[src/rtl/jk_counter_sequencer_pkg.sv]
// -----------------------------------------------------------------------------
// jk_counter_sequencer_pkg
//
// Shared definitions for the JK counter sequencer:
//   - state_t  : controller state encoding (IDLE, LOAD, SETTLE, COUNT, DONE, ERROR)
//   - DIR_UP / DIR_DOWN : encoding of the count direction input
// -----------------------------------------------------------------------------
package jk_counter_sequencer_pkg;

   typedef enum logic [2:0] {
      ST_IDLE   = 3'd0,
      ST_LOAD   = 3'd1,
      ST_SETTLE = 3'd2,
      ST_COUNT  = 3'd3,
      ST_DONE   = 3'd4,
      ST_ERROR  = 3'd5
   } state_t;

   localparam logic DIR_UP   = 1'b0;
   localparam logic DIR_DOWN = 1'b1;

endpackage : jk_counter_sequencer_pkg

[src/rtl/jk_toggle_gen.sv]
// -----------------------------------------------------------------------------
// jk_toggle_gen
//
// Combinational toggle-enable generator for a ripple-free synchronous counter
// built from JK flip-flops. Bit 0 always toggles; bit i toggles when all lower
// bits are ones (count up) or all lower bits are zeros (count down).
//
// Ports:
//   Q    in   WIDTH  current bank contents
//   dir  in   1      DIR_UP / DIR_DOWN
//   t    out  WIDTH  per-bit toggle enable (drive J=K=t)
// -----------------------------------------------------------------------------
module jk_toggle_gen
   import jk_counter_sequencer_pkg::*;
#(
   parameter int WIDTH = 4
) (
   input  logic [WIDTH-1:0] Q,
   input  logic             dir,
   output logic [WIDTH-1:0] t
);

   assign t[0] = 1'b1;

   generate
      for (genvar gi = 1; gi < WIDTH; gi++) begin : g_bit
         assign t[gi] = (dir == DIR_DOWN) ? (&(~Q[gi-1:0])) : (&Q[gi-1:0]);
      end
   endgenerate

endmodule : jk_toggle_gen

[src/rtl/jk_counter_sequencer.sv]
// -----------------------------------------------------------------------------
// jk_counter_sequencer
//
// Turns a bank of WIDTH negedge-clocked JK flip-flops (async active-high
// Preset/Clear) into a loadable up/down counter. The bank is preloaded through
// Preset/Clear, stepped with per-bit J=K toggle enables, and stopped when the
// readback Q equals the terminal value. start/busy/done handshake with the
// requester.
//
// Optional feature macro: JK_SEQ_VERIFY_EN
//   defined   : readback is checked after the preload and after every step;
//               any mismatch enters ERROR and raises the sticky err flag.
//   undefined : no readback checks, ERROR unreachable, err tied low.
//
// Ports:
//   clk       in   1      controller clock (posedge); bank samples on negedge
//   Reset     in   1      synchronous active-high reset (bank is not touched)
//   start     in   1      run request, sampled in IDLE or ERROR only
//   dir       in   1      0 = up, 1 = down, latched at start
//   load_val  in   WIDTH  preload value, latched at start
//   term_val  in   WIDTH  terminal value, latched at start
//   pause     in   1      hold the count while high (COUNT only)
//   Q         in   WIDTH  bank readback
//   J, K      out  WIDTH  per-bit JK inputs to the bank
//   Preset    out  WIDTH  per-bit async set to the bank
//   Clear     out  WIDTH  per-bit async clear to the bank
//   busy      out  1      high in LOAD, SETTLE, COUNT
//   done      out  1      one-cycle pulse on reaching the terminal value
//   err       out  1      sticky readback error
// -----------------------------------------------------------------------------
module jk_counter_sequencer
   import jk_counter_sequencer_pkg::*;
#(
   parameter int WIDTH = 4
) (
   input  logic             clk,
   input  logic             Reset,
   input  logic             start,
   input  logic             dir,
   input  logic [WIDTH-1:0] load_val,
   input  logic [WIDTH-1:0] term_val,
   input  logic             pause,
   input  logic [WIDTH-1:0] Q,
   output logic [WIDTH-1:0] J,
   output logic [WIDTH-1:0] K,
   output logic [WIDTH-1:0] Preset,
   output logic [WIDTH-1:0] Clear,
   output logic             busy,
   output logic             done,
   output logic             err
);

   state_t           state_reg;
   logic             dir_reg;
   logic [WIDTH-1:0] term_reg;
   // Set for the single COUNT cycle after the terminal value was seen: the
   // drives are already released and done is raised on the following edge.
   logic             term_hit_reg;

   logic [WIDTH-1:0] toggle_vec;
   logic             term_match;
   logic             settle_fail;
   logic             count_fail;
   logic             count_step;

   jk_toggle_gen #(
      .WIDTH (WIDTH)
   ) u_toggle (
      .Q   (Q),
      .dir (dir_reg),
      .t   (toggle_vec)
   );

   assign term_match = (Q == term_reg);

   // A step is issued in COUNT only when nothing of higher priority applies:
   // pending done, readback error, terminal value, then pause.
   assign count_step = !term_hit_reg && !count_fail && !term_match && !pause;

`ifdef JK_SEQ_VERIFY_EN
   logic [WIDTH-1:0] load_reg;
   logic [WIDTH-1:0] prev_q_reg;
   logic [WIDTH-1:0] expect_q;
   logic             stepped_reg;
   logic             err_reg;

   // Value the bank must show one cycle after a step was driven.
   assign expect_q    = (dir_reg == DIR_DOWN) ? (prev_q_reg - WIDTH'(1))
                                              : (prev_q_reg + WIDTH'(1));
   assign settle_fail = (Q != load_reg);
   // Only cycles that follow a driven step are checked; after a paused cycle
   // the bank legitimately still holds the previous value.
   assign count_fail  = stepped_reg && (Q != expect_q);
   assign err         = err_reg;

   always_ff @(posedge clk) begin
      if (Reset) begin
         load_reg    <= '0;
         prev_q_reg  <= '0;
         stepped_reg <= 1'b0;
         err_reg     <= 1'b0;
      end else begin
         if ((state_reg == ST_IDLE || state_reg == ST_ERROR) && start) begin
            load_reg <= load_val;
         end

         case (state_reg)
            ST_SETTLE: begin
               stepped_reg <= !settle_fail && !term_match;
               prev_q_reg  <= Q;
            end
            ST_COUNT: begin
               stepped_reg <= count_step;
               if (count_step) begin
                  prev_q_reg <= Q;
               end
            end
            default: begin
               stepped_reg <= 1'b0;
            end
         endcase

         if (state_reg == ST_SETTLE && settle_fail) begin
            err_reg <= 1'b1;
         end else if (state_reg == ST_COUNT && !term_hit_reg && count_fail) begin
            err_reg <= 1'b1;
         end else if (state_reg == ST_ERROR && start) begin
            err_reg <= 1'b0;
         end
      end
   end
`else
   assign settle_fail = 1'b0;
   assign count_fail  = 1'b0;
   assign err         = 1'b0;
`endif

   // Controller FSM. Every bank drive defaults to zero each cycle, so J/K,
   // Preset and Clear are only non-zero in the cycle a state asks for them.
   always_ff @(posedge clk) begin
      if (Reset) begin
         state_reg    <= ST_IDLE;
         dir_reg      <= DIR_UP;
         term_reg     <= '0;
         term_hit_reg <= 1'b0;
         J            <= '0;
         K            <= '0;
         Preset       <= '0;
         Clear        <= '0;
         busy         <= 1'b0;
         done         <= 1'b0;
      end else begin
         J      <= '0;
         K      <= '0;
         Preset <= '0;
         Clear  <= '0;
         done   <= 1'b0;

         case (state_reg)
            ST_IDLE, ST_ERROR: begin
               if (start) begin
                  dir_reg   <= dir;
                  term_reg  <= term_val;
                  // Each bit is either set or cleared, never both.
                  Preset    <= load_val;
                  Clear     <= ~load_val;
                  busy      <= 1'b1;
                  state_reg <= ST_LOAD;
               end
            end

            ST_LOAD: begin
               state_reg <= ST_SETTLE;
            end

            ST_SETTLE: begin
               if (settle_fail) begin
                  busy      <= 1'b0;
                  state_reg <= ST_ERROR;
               end else if (term_match) begin
                  // Nothing to count: finish straight away.
                  done      <= 1'b1;
                  busy      <= 1'b0;
                  state_reg <= ST_DONE;
               end else begin
                  // First step is issued on the same edge that enters COUNT.
                  J         <= toggle_vec;
                  K         <= toggle_vec;
                  state_reg <= ST_COUNT;
               end
            end

            ST_COUNT: begin
               if (term_hit_reg) begin
                  term_hit_reg <= 1'b0;
                  done         <= 1'b1;
                  busy         <= 1'b0;
                  state_reg    <= ST_DONE;
               end else if (count_fail) begin
                  busy      <= 1'b0;
                  state_reg <= ST_ERROR;
               end else if (term_match) begin
                  // Terminal wins over pause; drives are already released.
                  term_hit_reg <= 1'b1;
               end else if (count_step) begin
                  J <= toggle_vec;
                  K <= toggle_vec;
               end
            end

            ST_DONE: begin
               state_reg <= ST_IDLE;
            end

            default: begin
               busy      <= 1'b0;
               state_reg <= ST_IDLE;
            end
         endcase
      end
   end

endmodule : jk_counter_sequencer
[config.mk]
export PLATFORM = sky130hd
export DESIGN_NAME = jk_counter_sequencer
export DESIGN_NICKNAME = d
export VERILOG_FILES = /design/src/rtl/jk_counter_sequencer_pkg.sv /design/src/rtl/jk_toggle_gen.sv /design/src/rtl/jk_counter_sequencer.sv
export SDC_FILE = /design/constraint.sdc
export NUM_CORES = 1
export LEC_CHECK = 0
export BUFFER_PORTS_ARGS = -buffer_cell sky130_fd_sc_hd__buf_2
export CORE_ASPECT_RATIO = 1.25
export CORE_MARGIN = 3
export CORE_UTILIZATION = 47
export DETAILED_ROUTE_END_ITERATION = 8
export PLACE_DENSITY = 0.76
export SYNTH_ARGS = -nofsm -noshare
export SYNTH_HDL_FRONTEND = slang
export SYNTH_HIERARCHICAL = 1
export SYNTH_SLANG_ARGS = --single-unit
[constraint.sdc]
create_clock -name clk -period 1.6 [get_ports clk]
set_input_delay 0.24 -clock clk [delete_from_list [all_inputs] [get_ports clk]]
set_output_delay 0.24 -clock clk [all_outputs]
set_load 0.05 [all_outputs]
==> summary.md <==
| Metric | Value |
|---|---|
| Commonest non-fill, non-tap cells in the layout | buf_2 (34), dfxtp_1 (23), nor2_1 (15), xor2_1 (6), mux2i_1 (6) |
| Crit path DAT | 1.71 ns |
| Clock sinks | 23 |
| Layout cell share with drive strength beyond 1 | 0.3358 |
| DRC Markers | 0 |
| Final #Nets | 152 |
| Core area | approximately 1900 um^2 |
| Fmax | 671.1 MHz |
| Post-CTS sizing | 0 |
| CTS Root Cell | clkbuf_4 |
| Worst path slowest cell | nor4_4 |
| First-pass GRT wire length | 3118 um |
| Worst EP required | about 1.8 ns |
| Least-Margin Pin Slew | 0.5009 ns |
| Residual overflow from global routing | 0 |
| Family with the most delay on the worst path | simple AND/OR/NAND/NOR gates |
| Post-CTS Hold Fix Bufs | 0 |
| Syn_nets | 120 |
| Hold path depth | 2 |
| WL final | 1915 um |
| Crit path kind | flop to flop |
| Seq/Total Area, Yosys | 0.4646 |
| IO buf count | 34 |
| Synth Instances | 103 |
| Max-slew headroom | 0.6635 |
| Setup bufs post-CTS | 0 |
| Later-pin clock latency in the skew report | 0.31 ns |
| Hold Fails Final Rpt | 0 |
| Num ports | 36 |
| Antenna Violating Nets Remaining | 0 |
| Drt pass-1 iters | 4 |
| Final Hold Slack | 0.07709 ns |
| Static Leak | a little under 0.0006 uW |
| Hold Crit Class | input port to flop |
| CP cell instances | xor2_1 > nor4_4 > nor4b_2 > and4b_1 |
| N_diodes | 0 |
| Hold Path Sink | Clear[2] |
| FF-to-FF End | K[2] |
| R2r setup slk | around 0.11 ns |
| RSZ-0062 raised after global routing | no |
| Via/cell ratio | between 5 and 6 |
| Endpoint class of the critical path | flop |
| Endpoints failing setup | 0 |
| Num rows | 17 |
| Yosys reg bits | 23 |
| Most common cell after layout, fill and taps aside | buf_2 |
| Period minus WS final | 1.490 ns |
| R2R cell count | 4 |
| Synth Cell Area | around 990 um^2 |
| Synthesis-to-layout area growth | 18.43% |
| Setup TNS | 0 ns |
| CP bufs+invs | 0 |
| Ys Warns | 6 |
| EDFF count, synth | 0 |
| Status | completed |
| Main synth FF type | dfxtp_1 |
| CP Max Fanout | 8 |
| Total CTS buffers | 3 |
| Antenna violations before repair | 0 |
| H-tree depth | 1 |
| Yosys cell types | 34 |
| Die Wd | 47.07 um |
| Drt initial violations | 13 |
| DP Area | 1146 um^2 |
| Final Wtd Congestion | ~0.86 |
| Peak supply drop | 613.9 uV |
| Initial core utilization | 0.5294 |
| Non-filler cells, final | 153 |
| CTS tree | done |
| Hpwl dp | 1438 um |
| Max Cap Viol | 0 |
| Syn avg cell area | 9.621 um^2 |
| Largest net degree at the start of global routing | 14 |
| GRT Total Usage | 0.1560 |
| Asr flop ratio synth | 0 |
| Hold_sp | load_val[2] |
| Power Dens Cells | 988.5 nW/um^2 |
| Wire per inst | 12.52 um |
| Worst r2r src | term_reg[1] |
| Chip height | 57.34 um |
| Fill count | 182 |
| Vias in the first global route | 711 |
| Clock slew at reported path FFs | 0.12 ns |
| DR vias | 812 |
| Crit-path max cell delay | around 0.52 ns |
| Clock Skews | around 0.0037 ns |
| Startpoint Class | flop |
| Fin. max-slew vios | 0 |
| Die Footprint | approximately 2700 um^2 |
| Final period util | 0.9313 |
| Placed Cells | about 150 |
| Final non-filler cell area | 1174 um^2 |
| Largest buffer count on any clock path | 2 |
-- final cells by class --
cell class,instances,area [um^2],share of cell area
clock buffer,3,22.52,0.01919
clock inverter,1,5.005,0.004264
inverter,2,7.507,0.006397
multi-input combinational,67,454.2,0.3870
sequential,23,460.4,0.3923
tap,19,23.77,0.02026
timing repair buffer,38,200.2,0.1706
-- how the worst max path moves through the flow --
stage	cells after the start	startpoint	endpoint
after floorplan	4	term_reg[1]	K[2]
final	4	term_reg[1]	K[2]
after global placement	5	Q[1]	K[2]
after detailed placement	5	Q[1]	K[2]
after CTS	4	term_reg[1]	K[2]
after global routing	4	term_reg[1]	K[2]
-- synthesized netlist by cell type, types with 3 or more instances --
library cell | count | share of area
mux2i_1 | 6 | 0.061
nand2_1 | 5 | 0.019
buf_4 | 7 | 0.053
o21ai_0 | 3 | 0.015
and3_1 | 4 | 0.025
xor2_1 | 6 | 0.053
nand2b_1 | 3 | 0.019
and2_1 | 3 | 0.019
nor2_1 | 15 | 0.057
dfxtp_1 | 23 | 0.46
-- per-layer routing --
| metal | vias to the layer above | global-route usage | share of wire |
|---|---|---|---|
| met4 | 0 | 0.07115 | 0.018 |
| met1 | 369 | 0.1954 | 0.39 |
| met3 | 6 | 0.02839 | 0.063 |
| li1 | 408 | - | - |
| met2 | 29 | 0.2505 | 0.53 |
| met5 | - | 0 | 0 |
-- metrics by stage --
stage	util	power, uW	worst slack, ns
3_3_place_gp	0.6123	897.2	0.1499
5_1_grt	0.6270	1215	0.04692
2_1_floorplan	-	837.8	0.2834
3_5_place_dp	0.6123	903.9	0.08796
4_1_cts	0.6270	1174	0.1123
6_report	0.6270	1160	0.1099
-- worst reg2reg max path: stages (launching register included) --
cell and delay (ns):
dfxtp_1 0.35, xor2_1 0.18, nor4_4 0.52, nor4b_2 0.13
and4b_1 0.21
-- kinds of logic (layout without fill, tap and decap cells) --
| family | count (synthesis) | in the layout | share of synthesized area |
|---|---|---|---|
| AOI/OAI and AO/OA | 13 | 13 | 0.1023 |
| xor gates and xnor gates | 6 | 6 | 0.05303 |
| buffers and inverters | 13 | 44 | 0.07702 |
| DFF | 23 | 23 | 0.4646 |
| muxes | 6 | 6 | 0.06061 |
| other | 2 | 2 | 0.007579 |
| and+or+nand+nor | 40 | 40 | 0.2348 |
-- power by group --
group	internal [uW]	switching (uW)	total (uW)
clock network	93.5	175	269
logic	95.0	167	262
registers	606	23.6	629
total	794	366	1160
Power figures use the tool's default switching activity.
